### config.mk
export PLATFORM = sky130hd
export DESIGN_NAME = mem_stage_ctrl_flat
export DESIGN_NICKNAME = d
export VERILOG_FILES = /design/src/rtl/mem_stage_ctrl_if.sv /design/src/rtl/mem_stage_ctrl.sv /design/src/flat_wrapper.sv
export SDC_FILE = /design/constraint.sdc
export NUM_CORES = 1
export LEC_CHECK = 0
export BUFFER_PORTS_ARGS = -buffer_cell sky130_fd_sc_hd__buf_2
export CORE_ASPECT_RATIO = 1.75
export CORE_MARGIN = 8
export CORE_UTILIZATION = 49
export CTS_CLUSTER_DIAMETER = 60
export DETAILED_ROUTE_END_ITERATION = 7
export HOLD_SLACK_MARGIN = 0.12
export PLACE_DENSITY = 0.81
export RECOVER_POWER = 100
export SLEW_MARGIN = 10
export SYNTH_ARGS = -nofsm -noshare
export SYNTH_HDL_FRONTEND = slang
export SYNTH_SLANG_ARGS = --single-unit
### constraint.sdc
create_clock -name clk -period 4.9 [get_ports clk]
set_clock_uncertainty 0.15 [all_clocks]
set_input_delay 0.98 -clock clk [delete_from_list [all_inputs] [get_ports clk]]
set_output_delay 0.98 -clock clk [all_outputs]
set_load 0.05 [all_outputs]
### src/rtl/mem_stage_ctrl_if.sv
// Memory-stage bus bundle: pipeline-latch inputs, data-memory handshake and
// pipeline control outputs of the memory-stage controller.
// master = controller view, slave = pipeline/memory environment view.
interface mem_stage_ctrl_if;
  // E/M latch outputs
  logic        memRead_m;
  logic        memWrite_m;
  logic        halt_m;
  logic        exception_m;
  logic [15:0] aluOut_m;
  logic [15:0] read2Data_m;
  // data memory response
  logic        mem_done;
  logic [15:0] mem_rdata;
  // data memory request
  logic        mem_rd;
  logic        mem_wr;
  logic [15:0] mem_addr;
  logic [15:0] mem_wdata;
  // pipeline side results / control
  logic [15:0] load_data;
  logic        stall_pipe;
  logic        bubble_mw;
  logic        err_m;
  logic        halted;

  modport master (
    input  memRead_m, memWrite_m, halt_m, exception_m, aluOut_m, read2Data_m,
    input  mem_done, mem_rdata,
    output mem_rd, mem_wr, mem_addr, mem_wdata,
    output load_data, stall_pipe, bubble_mw, err_m, halted
  );

  modport slave (
    output memRead_m, memWrite_m, halt_m, exception_m, aluOut_m, read2Data_m,
    output mem_done, mem_rdata,
    input  mem_rd, mem_wr, mem_addr, mem_wdata,
    input  load_data, stall_pipe, bubble_mw, err_m, halted
  );
endinterface

### src/rtl/mem_stage_ctrl.sv
// Memory-stage controller: issues each load/store once to a variable-latency
// data memory, freezes upstream latches while the access is outstanding,
// bubbles M/W, flags misaligned/timed-out accesses and parks on HALT.
module mem_stage_ctrl #(
  parameter int TIMEOUT   = 15,
  parameter int CNT_WIDTH = 16
) (
  input  logic                 clk,
  input  logic                 rst,
  mem_stage_ctrl_if.master     bus,
  output logic [CNT_WIDTH-1:0] stall_cnt
);

  // The wait counter only needs to reach TIMEOUT-1: the issue cycle itself
  // is the first waited cycle, so the abort lands on wait count TIMEOUT-1.
  localparam int WCNT_W = (TIMEOUT < 2) ? 1 : $clog2(TIMEOUT);
  localparam logic [WCNT_W-1:0] WCNT_LAST = WCNT_W'(TIMEOUT - 1);

  typedef enum logic [1:0] {
    S_IDLE   = 2'd0,
    S_WAIT   = 2'd1,
    S_HALTED = 2'd2
  } state_t;

  state_t              state_q, state_d;
  logic                rd_q, rd_d;
  logic                wr_q, wr_d;
  logic [15:0]         addr_q, addr_d;
  logic [15:0]         wdata_q, wdata_d;
  logic [WCNT_W-1:0]   wcnt_q, wcnt_d;
  logic [CNT_WIDTH-1:0] stall_cnt_q;

  logic req;
  logic misaligned;

  assign req        = (bus.memRead_m | bus.memWrite_m) & ~bus.exception_m;
  assign misaligned = bus.aluOut_m[0];
  assign stall_cnt  = stall_cnt_q;

  // Next-state and combinational outputs; a hit must complete with zero
  // added latency, so requests are driven straight from the E/M latch in IDLE.
  always_comb begin
    state_d        = state_q;
    rd_d           = rd_q;
    wr_d           = wr_q;
    addr_d         = addr_q;
    wdata_d        = wdata_q;
    wcnt_d         = wcnt_q;
    bus.mem_rd     = 1'b0;
    bus.mem_wr     = 1'b0;
    bus.mem_addr   = 16'h0000;
    bus.mem_wdata  = 16'h0000;
    bus.load_data  = 16'h0000;
    bus.stall_pipe = 1'b0;
    bus.bubble_mw  = 1'b0;
    bus.err_m      = 1'b0;
    bus.halted     = 1'b0;
    if (!rst) begin
      case (state_q)
        S_IDLE: begin
          if (req && misaligned) begin
            bus.err_m = 1'b1;
          end else if (req) begin
            bus.mem_rd    = bus.memRead_m;
            bus.mem_wr    = bus.memWrite_m;
            bus.mem_addr  = bus.aluOut_m;
            bus.mem_wdata = bus.read2Data_m;
            if (bus.mem_done) begin
              if (bus.memRead_m) bus.load_data = bus.mem_rdata;
            end else begin
              bus.stall_pipe = 1'b1;
              bus.bubble_mw  = 1'b1;
              rd_d           = bus.memRead_m;
              wr_d           = bus.memWrite_m;
              addr_d         = bus.aluOut_m;
              wdata_d        = bus.read2Data_m;
              wcnt_d         = '0;
              state_d        = S_WAIT;
            end
          end else if (bus.halt_m) begin
            state_d = S_HALTED;
          end
        end
        S_WAIT: begin
          // The *_m inputs are frozen here; the captured request is replayed.
          bus.mem_rd    = rd_q;
          bus.mem_wr    = wr_q;
          bus.mem_addr  = addr_q;
          bus.mem_wdata = wdata_q;
          if (bus.mem_done) begin
            if (rd_q) bus.load_data = bus.mem_rdata;
            state_d = S_IDLE;
          end else if (wcnt_q == WCNT_LAST) begin
            // Abort: drop the request, let the pipe advance with a bubble.
            bus.mem_rd    = 1'b0;
            bus.mem_wr    = 1'b0;
            bus.mem_addr  = 16'h0000;
            bus.mem_wdata = 16'h0000;
            bus.err_m     = 1'b1;
            bus.bubble_mw = 1'b1;
            state_d       = S_IDLE;
          end else begin
            bus.stall_pipe = 1'b1;
            bus.bubble_mw  = 1'b1;
            wcnt_d         = wcnt_q + WCNT_W'(1);
          end
        end
        S_HALTED: begin
          bus.stall_pipe = 1'b1;
          bus.bubble_mw  = 1'b1;
          bus.halted     = 1'b1;
        end
        default: begin
          state_d = S_IDLE;
        end
      endcase
    end
  end

  // FSM state, captured request and wait counter.
  always_ff @(posedge clk or posedge rst) begin
    if (rst) begin
      state_q <= S_IDLE;
      rd_q    <= 1'b0;
      wr_q    <= 1'b0;
      addr_q  <= 16'h0000;
      wdata_q <= 16'h0000;
      wcnt_q  <= '0;
    end else begin
      state_q <= state_d;
      rd_q    <= rd_d;
      wr_q    <= wr_d;
      addr_q  <= addr_d;
      wdata_q <= wdata_d;
      wcnt_q  <= wcnt_d;
    end
  end

  // Saturating count of stalled pipeline cycles.
  always_ff @(posedge clk or posedge rst) begin
    if (rst) begin
      stall_cnt_q <= '0;
    end else if (bus.stall_pipe && (stall_cnt_q != '1)) begin
      stall_cnt_q <= stall_cnt_q + CNT_WIDTH'(1);
    end
  end

endmodule

### src/flat_wrapper.sv
// flat-port wrapper written by rule: the top's interface ports become plain ports
module mem_stage_ctrl_flat 
#(
  parameter int TIMEOUT   = 15,
  parameter int CNT_WIDTH = 16
)
  (clk, rst, stall_cnt, bus_memRead_m, bus_memWrite_m, bus_halt_m, bus_exception_m, bus_aluOut_m, bus_read2Data_m, bus_mem_done, bus_mem_rdata, bus_mem_rd, bus_mem_wr, bus_mem_addr, bus_mem_wdata, bus_load_data, bus_stall_pipe, bus_bubble_mw, bus_err_m, bus_halted);
  mem_stage_ctrl_if bus_i ();
  input  logic clk;
  input  logic rst;
  output logic [CNT_WIDTH-1:0] stall_cnt;
  input wire logic [$bits(bus_i.memRead_m)-1:0] bus_memRead_m;
  input wire logic [$bits(bus_i.memWrite_m)-1:0] bus_memWrite_m;
  input wire logic [$bits(bus_i.halt_m)-1:0] bus_halt_m;
  input wire logic [$bits(bus_i.exception_m)-1:0] bus_exception_m;
  input wire logic [$bits(bus_i.aluOut_m)-1:0] bus_aluOut_m;
  input wire logic [$bits(bus_i.read2Data_m)-1:0] bus_read2Data_m;
  input wire logic [$bits(bus_i.mem_done)-1:0] bus_mem_done;
  input wire logic [$bits(bus_i.mem_rdata)-1:0] bus_mem_rdata;
  output wire logic [$bits(bus_i.mem_rd)-1:0] bus_mem_rd;
  output wire logic [$bits(bus_i.mem_wr)-1:0] bus_mem_wr;
  output wire logic [$bits(bus_i.mem_addr)-1:0] bus_mem_addr;
  output wire logic [$bits(bus_i.mem_wdata)-1:0] bus_mem_wdata;
  output wire logic [$bits(bus_i.load_data)-1:0] bus_load_data;
  output wire logic [$bits(bus_i.stall_pipe)-1:0] bus_stall_pipe;
  output wire logic [$bits(bus_i.bubble_mw)-1:0] bus_bubble_mw;
  output wire logic [$bits(bus_i.err_m)-1:0] bus_err_m;
  output wire logic [$bits(bus_i.halted)-1:0] bus_halted;
  assign bus_i.memRead_m = bus_memRead_m;
  assign bus_i.memWrite_m = bus_memWrite_m;
  assign bus_i.halt_m = bus_halt_m;
  assign bus_i.exception_m = bus_exception_m;
  assign bus_i.aluOut_m = bus_aluOut_m;
  assign bus_i.read2Data_m = bus_read2Data_m;
  assign bus_i.mem_done = bus_mem_done;
  assign bus_i.mem_rdata = bus_mem_rdata;
  assign bus_mem_rd = bus_i.mem_rd;
  assign bus_mem_wr = bus_i.mem_wr;
  assign bus_mem_addr = bus_i.mem_addr;
  assign bus_mem_wdata = bus_i.mem_wdata;
  assign bus_load_data = bus_i.load_data;
  assign bus_stall_pipe = bus_i.stall_pipe;
  assign bus_bubble_mw = bus_i.bubble_mw;
  assign bus_err_m = bus_i.err_m;
  assign bus_halted = bus_i.halted;
  mem_stage_ctrl #(.TIMEOUT(TIMEOUT), .CNT_WIDTH(CNT_WIDTH)) u_core (.clk(clk), .rst(rst), .bus(bus_i), .stall_cnt(stall_cnt));
endmodule
; ---- After elaboration in Yosys (flattened, before gate mapping)
; Index checks and enable logic that the tools add are counted.
[totals]
word_cells = 96
ff_bits = 56
output_inout_bits = 70
[classes]
add_sub_neg = 2
mux = 61
eq_ne = 12
bitwise_logic = 7
n_reduce_logical = 7
[ops]
columns = operator, n
row1 = $mux 16, 17
row2 = $pmux 16 s2, 3
row3 = $mux 1, 23
row4 = $mux 4, 5
row5 = $add 16x1->16 const B, 1
row6 = $ne 16x16->1 const B, 1
row7 = $mux 2, 6
row8 = $ne 2x2->1 const B, 4
row9 = $pmux 4 s2, 1
row10 = $reduce_and 7->1, 1
row11 = $ne 3x2->1 const B, 2
row12 = $pmux 1 s2, 3
row13 = $pmux 1 s3, 2
row14 = $pmux 2 s3, 1
row15 = $reduce_and 6->1, 1
row16 = $not 1->1, 5
row17 = $reduce_and 5->1, 1
row18 = $add 4x1->4 const B, 1
row19 = $eq 4x4->1 const B, 1
row20 = $ne 3x3->1 const B, 1
row21 = $eq 2x1->1 const B, 1
row22 = $eq 2x2->1 const B, 1
row23 = $logic_and 1x1->1, 2
row24 = $logic_not 2->1, 1
row25 = 4 further kinds, 4

; ---- Depth between registers and ports, before layout
; Gate-level depths: netlist of run 1.
[logic_depth]
word_depth = 7
depth_mapped = 8

; ---- Worst setup path after synthesis of run 1
; Ideal clock, no wire load.
[synth_timing]
path_type = input to output
start = input port rst
end = output port bus_mem_addr[0]
path_buffers = 1
cell_stages = 4
t_arrival_ns = 3.783
path_slack_ns = -0.013
path_cell_list = inv_1 nand2_1 clkbuf_1 nor3_1
[synth_via]
elab_chain_cells = 1
[synth_lines]
columns = element, line_no
row1 = from (decl), flat_wrapper.sv:10  ; input logic rst;
row2 = $mux 16, mem_stage_ctrl.sv:58  ; if (!rst) begin
row3 = to (decl), flat_wrapper.sv:22  ; output wire logic [$bits(bus_i.mem_addr)-1:0] bus_mem_addr;
; Every way passes these cells.

; ---- Final worst setup path of run 1
[layout_timing]
start = input port bus_mem_done
end = output port bus_mem_addr[10]
[layout_via]
elab_chain_cells = 3
[layout_lines]
columns = element, line_no
row1 = from (decl), flat_wrapper.sv:18  ; input wire logic [$bits(bus_i.mem_done)-1:0] bus_mem_done;
row2 = $mux 16, mem_stage_ctrl.sv:90  ; if (bus.mem_done) begin
row3 = $pmux 16 s2, mem_stage_ctrl.sv:59  ; case (state_q)
row4 = $mux 16, mem_stage_ctrl.sv:58
; Every way passes these cells.

==> results of run 1 <==
[worst max-delay path, cell delays in order]
cell and delay, ps:
buf_2 150, nor2_1 90, nor2_1 870, buf_4 370, a22oi_1 90, nor2_1 130
clkbuf_1 480
[layer usage]
| metal | share of wire, % | track usage (%) | vias to the layer above | wire, µm |
|---|---|---|---|---|
| met1 | 36 | 16.6 | 1278 | 2930 |
| met2 | 56 | 32.5 | 85 | 4550 |
| met3 | 5.9 | 4.53 | 11 | 480 |
| li1 | - | - | 1260 | - |
| met4 | 1.8 | 7.14 | 0 | 149 |
| met5 | 0 | 0 | - | 0 |
[state kept, by name, summed over array words and instances (netlist names)]
name / flops
u_core.addr_q: 16
u_core.stall_cnt: 16
u_core.wdata_q: 16
u_core.wcnt_q: 4
u_core.state_q: 2
u_core.rd_q: 1
u_core.wr_q: 1
[final timing paths]
check | from | endpoint | slack, ps
worst max register to register | u_core.state_q[0] | u_core.wdata_q[9] | 1460
min in group asynchronous | rst | u_core.rd_q | 1780
worst min-delay path | u_core.addr_q[0] | u_core.addr_q[0] | 340
max in group asynchronous | rst | u_core.wcnt_q[2] | 1130
worst min register to register | u_core.addr_q[0] | u_core.addr_q[0] | 340
worst max-delay path | bus_mem_done | bus_mem_addr[10] | 620
[cell usage in the layout, fill, tap and decap left out, types with 3 or more instances in the layout]
master and count:
nand2_1 14, nor2_1 43, buf_2 73, xnor2_1 16, clkbuf_1 53, clkbuf_8 6
ha_1 3, mux2_1 35, nand4_1 12, dfrtp_1 56, inv_1 5, a21oi_1 6
and2_1 17, nand3_1 8, a22oi_1 33, and3_1 3
[final cells by class]
class / count / area (µm²)
clock inverter: 1 / 7.51
clock buffer: 7 / 86.3
timing repair buffer: 128 / 581
sequential: 56 / 1400
multi-input combinational: 209 / 1460
fill: 596 / 2520
inverter: 7 / 27.5
tap: 80 / 100
[through the flow]
| step | instance area (µm²) | worst slack, ps | utilization [%] | total power, mW |
|---|---|---|---|---|
| 3_5_place_dp | 3780 | 1090 | 61.1 | 1.00 |
| 4_1_cts | 3870 | 1080 | 62.6 | 1.27 |
| 5_1_grt | 3660 | 433 | 59.2 | 1.25 |
| 2_1_floorplan | 3120 | 638 | - | 0.901 |
| 6_report | 3660 | 623 | 59.2 | 1.19 |
| 3_3_place_gp | 3780 | 1160 | 61.1 | 0.989 |
[cell families (layout without fill, tap and decap cells)]
group | count (synthesis) | count (layout)
AO/OA/AOI/OAI | 48 | 48
XOR/XNOR | 17 | 17
adder cells (fa/ha/maj) | 3 | 3
buffers and inverters | 23 | 143
flip-flops | 56 | 56
multiplexers | 35 | 35
AND/OR/NAND/NOR | 106 | 106
[report_power, final]
part	internal [mW]	switching [mW]	total (mW)
registers	0.566	0.0836	0.650
logic	0.0977	0.182	0.280
clock network	0.115	0.144	0.259
total	0.779	0.410	1.19
==> impl_metrics.toml, run 1 <==
[floorplan]
core_mm2 = 0.00618
start_util_pct = 50.3
num_rows = 38
die_h_um = 121
dieWidth_um = 76.2
ios = 125
die-area_mm2 = 0.00926

[synth]
synth_edf_count = 0
synth_compound_area_share_pct = 11.7
synth_commonest_cells = "56 x dfrtp_1, 42 x nor2_1, 33 x a22oi_1, 29 x mux2_4, 17 x and2_1"
synth_nets = 346
ys_types = 39
synth_top_cells_by_area = "dfrtp_1 45%, mux2_4 14%, a22oi_1 8.0%, nor2_1 5.1%, xnor2_1 4.5%"
synthAdderAreaFrac_pct = 1.21
syn_area_mm2 = 0.00311
synth_top_area_share_pct = 45.0
ys_ff_latch = 56
yosysWarningCount = 0
synthSimpleGateAreaFrac_pct = 17.3
yosysMostFrequentCell = "dfrtp_1"
muxShareOfSynthArea_pct = 16.2
seq_area_frac_synth_pct = 45.0
synthCells = 288
synth_top_cell_by_area = "dfrtp_1"
synthXorXnorAreaFrac_pct = 4.78
synth_top_family_by_area = "simple AND/OR/NAND/NOR gates"
async_reset_ff_share_pct = 100
synthFlopType = "dfrtp_1"
syn_avg_cell_area_um2 = 10.8

[global_route]
first_global_vias = 2814
gr-usage-all-layers_pct = 17.0
grt_max_degree = 59
antenna_found_initial = 0
overflow = 0
grt_pass1_wl_mm = 13.1

[setup_path]
path_class = "input port to output port"
crit_fanout = 18
crit_required_ps = 3770
endpoint_kind = "output port"
reg2regPathDepth = 4
worstPathArrival_ps = 3150
critPathLaunchType = "input port"

[detailed_routing]
post-route-drc-count = 0
wl_per_cell_um = 16.6
wl_mm = 8.12
dr.pass1.iters = 4
first_iter_violations = 146
ant_nets = 0
via_per_inst = 5.40
vias = 2634

[job]
drv_cap = 1

[worst_hold_path]
holdPathStages = 1
hold_path.class = "flop to flop"

[sta]
setup_viol = 0
worst_slew_pin_slew_ps = 3010
hold-worst-slack_ps = 345
period_share_pct = 87.3
maxSlewHeadroom_pct = -101
tns_ps = 0
hold_viol = 0
rsz0062_at_grt = "no"
fin_crit_ps = 4280
fmax_mhz = 234
maxSlewViolCount = 59

[status]
status = "finished, violations left"
violations = "max-capacitance violations, max-slew violations"

[power_and_ir_drop]
power.density_mw_per_mm2 = 325
ir_worst_vdd_mv = 0.231
leakage_nw = 1.64

[finish]
num_antenna_cells = 0
fin_nets = 465
syn2layout_area_growth_pct = 17.7
fin_cells = 488
drive_above_1_share_pct = 21.6

[cts]
clock_path_buffers = 2
ctsHoldBuffers = 0
clk_pin_slew_ps = 90
tritoncts = "yes"
clock_sinks = 56
cts-root-buf = "clkbuf_8"
cts_buffers = 5
h-tree-depth = 2
worst_skew_pair.late_latency_ps = 300
cts_resized = 0
post_cts_buffers = 0

[placement]
io_buffers = 124
place.detailed.hpwl_mm = 6.10
gp_congestion = 0.859
placed_cells = 480
Power figures use the tool's default switching activity.
==> inputs of run 2 (changes only) <==
Settings changed: ABC_AREA from default to 1, CAP_MARGIN from default to 10, CORE_UTILIZATION 49 to 50.
==> run 2 against run 1 <==
Worst hold slack lost 15 ps. Sequential share of layout area shrank 4.1 points. Critical endpoint is now bus_load_data[12]. Final cell count is 40% higher. Utilization up 1.9 points. The flow still finishes with violations (max-capacitance violations, max-slew violations). Non-clock buffer count rose by 1. Count of clock-buffer cells in the layout unchanged. Area after synthesis rose by 9.4%. Critical path type unchanged. Synthesized cell count rose by 68%. Sequential power rose by 14%. Via count rose by 41%.
==> impl_metrics.toml, run 2 <==
[status]
status = "finished, violations left"
violations = "max-capacitance violations, max-slew violations"

[synth]
synth_top_cell_by_area = "dfrtp_1"
synth_commonest_cells = "168 x nand2_1, 71 x nor2_1, 63 x nand3_1, 56 x dfrtp_1, 31 x a22oi_1"
synth_nets = 542
synthCells = 484
syn_avg_cell_area_um2 = 7.03
synth_top_cells_by_area = "dfrtp_1 41%, nand2_1 19%, nand3_1 9.3%, nor2_1 7.8%, a22oi_1 6.8%"
async_reset_ff_share_pct = 100
ys_types = 27
ys_ff_latch = 56
syn_area_mm2 = 0.00340
synth_top_area_share_pct = 41.2
synthFlopType = "dfrtp_1"
synth_edf_count = 0
yosysWarningCount = 0
yosysMostFrequentCell = "nand2_1"
seq_area_frac_synth_pct = 41.2

[global_route]
grt_pass1_wl_mm = 16.5
grt_max_degree = 51
gr-usage-all-layers_pct = 19.9
antenna_found_initial = 0
overflow = 0
first_global_vias = 3683

[setup_path]
crit_fanout = 38
worstReg2RegEnd = "u_core.wr_q"
critPathLaunchType = "input port"
worstPathArrival_ps = 2920
crit_top_cell = "nor2_1"
path_class = "input port to output port"
endpoint_kind = "output port"
critPathSlowestCell = "nor2_1"
crit_cells = 5
crit_end = "bus_load_data[12]"
crit_required_ps = 3770
rrSetupSlack_ps = 2120
reg2regPathDepth = 6
crit_start = "rst"
path_cells = "buf_2, nor2_1, nand2_1, nor2_1, clkbuf_1"
r2r-start = "u_core.state_q[1]"
crit_buf_inv = 2
critPathTopFamily = "simple AND/OR/NAND/NOR gates"
critPathMaxStageDelay_ps = 810

[power_and_ir_drop]
power_frac_comb_pct = 36.3
swShare_pct = 42.9
pwr-share-clk_pct = 21.4
power.density_mw_per_mm2 = 427
p_int_uw = 999
ir_worst_vdd_mv = 0.280
power_frac_seq_pct = 42.3
switchingPower_uw = 751
leakage_nw = 2.02

[worst_hold_path]
hp-start = "u_core.wdata_q[1]"
hold_path.class = "flop to flop"

[finish]
final_cell_mix = "169 x nand2_1, 72 x nor2_1, 70 x clkbuf_1"
syn2layout_area_growth_pct = 20.5
num_antenna_cells = 0
fin_nets = 654
fin_cells = 681
drive_above_1_share_pct = 13.6
postLayoutCoreUtil_pct = 61.2
nFillCells = 706
layout_commonest_cell = "nand2_1"

[job]
drv_cap = 1

[placement]
placed_cells = 673
place.detailed.hpwl_mm = 7.27
gp_congestion = 0.866
io_buffers = 124

[sta]
hold_viol = 0
worst_slew_pin_slew_ps = 1890
tns_ps = 0
fin_crit_ps = 4050
maxSlewViolCount = 43
setup_viol = 0
period_share_pct = 82.6
maxSlewHeadroom_pct = -25.9
rsz0062_at_grt = "no"
fmax_mhz = 247

[floorplan]
dieWidth_um = 78.4
core_mm2 = 0.00671
start_util_pct = 50.7
ios = 125
die_h_um = 125
num_rows = 40
die-area_mm2 = 0.00981

[detailed_routing]
via_per_inst = 5.46
post-route-drc-count = 0
ant_nets = 0
dr.pass1.iters = 5
first_iter_violations = 263
vias = 3721
wl_per_cell_um = 14.6
wl_mm = 9.93

[cts]
cts_buffers = 5
clock_path_buffers = 2
ctsHoldBuffers = 0
post_cts_buffers = 0
h-tree-depth = 2
worst_skew_pair.late_latency_ps = 300
cts_resized = 0
cts-root-buf = "clkbuf_16"
clk_pin_slew_ps = 70
clock_sinks = 56
tritoncts = "yes"
==> run 2: cell count changes after synthesis, sizes merged, moves of 3 or more <==
cell | before | now
nand2 | 14 | 170
and3 | 3 | 0
and2 | 17 | 0
buf | 10 | 17
nand4 | 12 | 5
a21oi | 6 | 3
o21ai | 2 | 10
nor2 | 43 | 79
mux2 | 35 | 0
nand3 | 8 | 65
xor2 | 1 | 4
xnor2 | 16 | 4
inv | 7 | 24
==> run 2: power by group through the flow <==
stage	logic, mW	clock network (mW)	registers [mW]
after floorplan	0.465	0	0.766
after global placement	0.633	0	0.735
after detailed placement	0.655	0	0.743
after CTS	0.655	0.382	0.739
after global routing	0.711	0.394	0.758
final	0.635	0.375	0.739
==> run 2: logic make-up after synthesis <==
group	Yosys count	synth area share [%]
XOR/XNOR	8	2.06
AND/OR/NAND/NOR	324	40.6
flip-flops	56	41.2
AO/OA/AOI/OAI	45	8.93
adder cells (fa/ha/maj)	3	1.10
buffers and inverters	48	6.10
==> run 2: worst min-delay path by stage <==
stage                         end  slack, ps  depth (start not counted)
5_1_grt        u_core.wdata_q[10]        340                          2
3_5_place_dp     u_core.addr_q[9]        310                          2
4_1_cts         u_core.wdata_q[3]        330                          2
2_1_floorplan    u_core.addr_q[0]        290                          2
3_3_place_gp    u_core.addr_q[15]        300                          2
6_report        u_core.wdata_q[1]        330                          2
==> run 2: area by class of cell <==
class | count | area, µm² | area share [%]
Multi-Input combinational cell | 380 | 1780 | 43.5
Sequential cell | 56 | 1400 | 34.2
Timing Repair Buffer | 129 | 569 | 13.9
Clock buffer | 7 | 143 | 3.48
Tap cell | 84 | 105 | 2.56
Inverter | 24 | 91.3 | 2.23
Clock inverter | 1 | 7.51 | 0.183
==> run 2: metal layers <==
metal	GRT usage, %	wire (µm)	vias to the layer above	part of all wire, %
met3	4.95	636	22	6.4
met1	20.8	3770	1770	38
li1	-	-	1795	-
met2	36.2	5270	134	53
met4	8.34	244	0	2.5
met5	0	0	-	0
==> run 2: worst reg2reg max path: cells and delay by family, from the launching register on <==
family / cells / cell delay [ps]
and+or+nand+nor: 4 / 1310
AOI/OAI and AO/OA: 1 / 420
DFF: 1 / 460
buffers and inverters: 1 / 330
==> run 2: per-stage QoR <==
stage | instance area, µm² | setup WS (ps) | hold slack (ps) | power, mW
floorplan | 3400 | 1130 | 287 | 1.23
global placement | 4050 | 1370 | 304 | 1.37
detailed placement | 4050 | 1340 | 313 | 1.40
CTS | 4200 | 1340 | 331 | 1.78
global route | 4100 | 606 | 342 | 1.86
finish | 4100 | 853 | 329 | 1.75
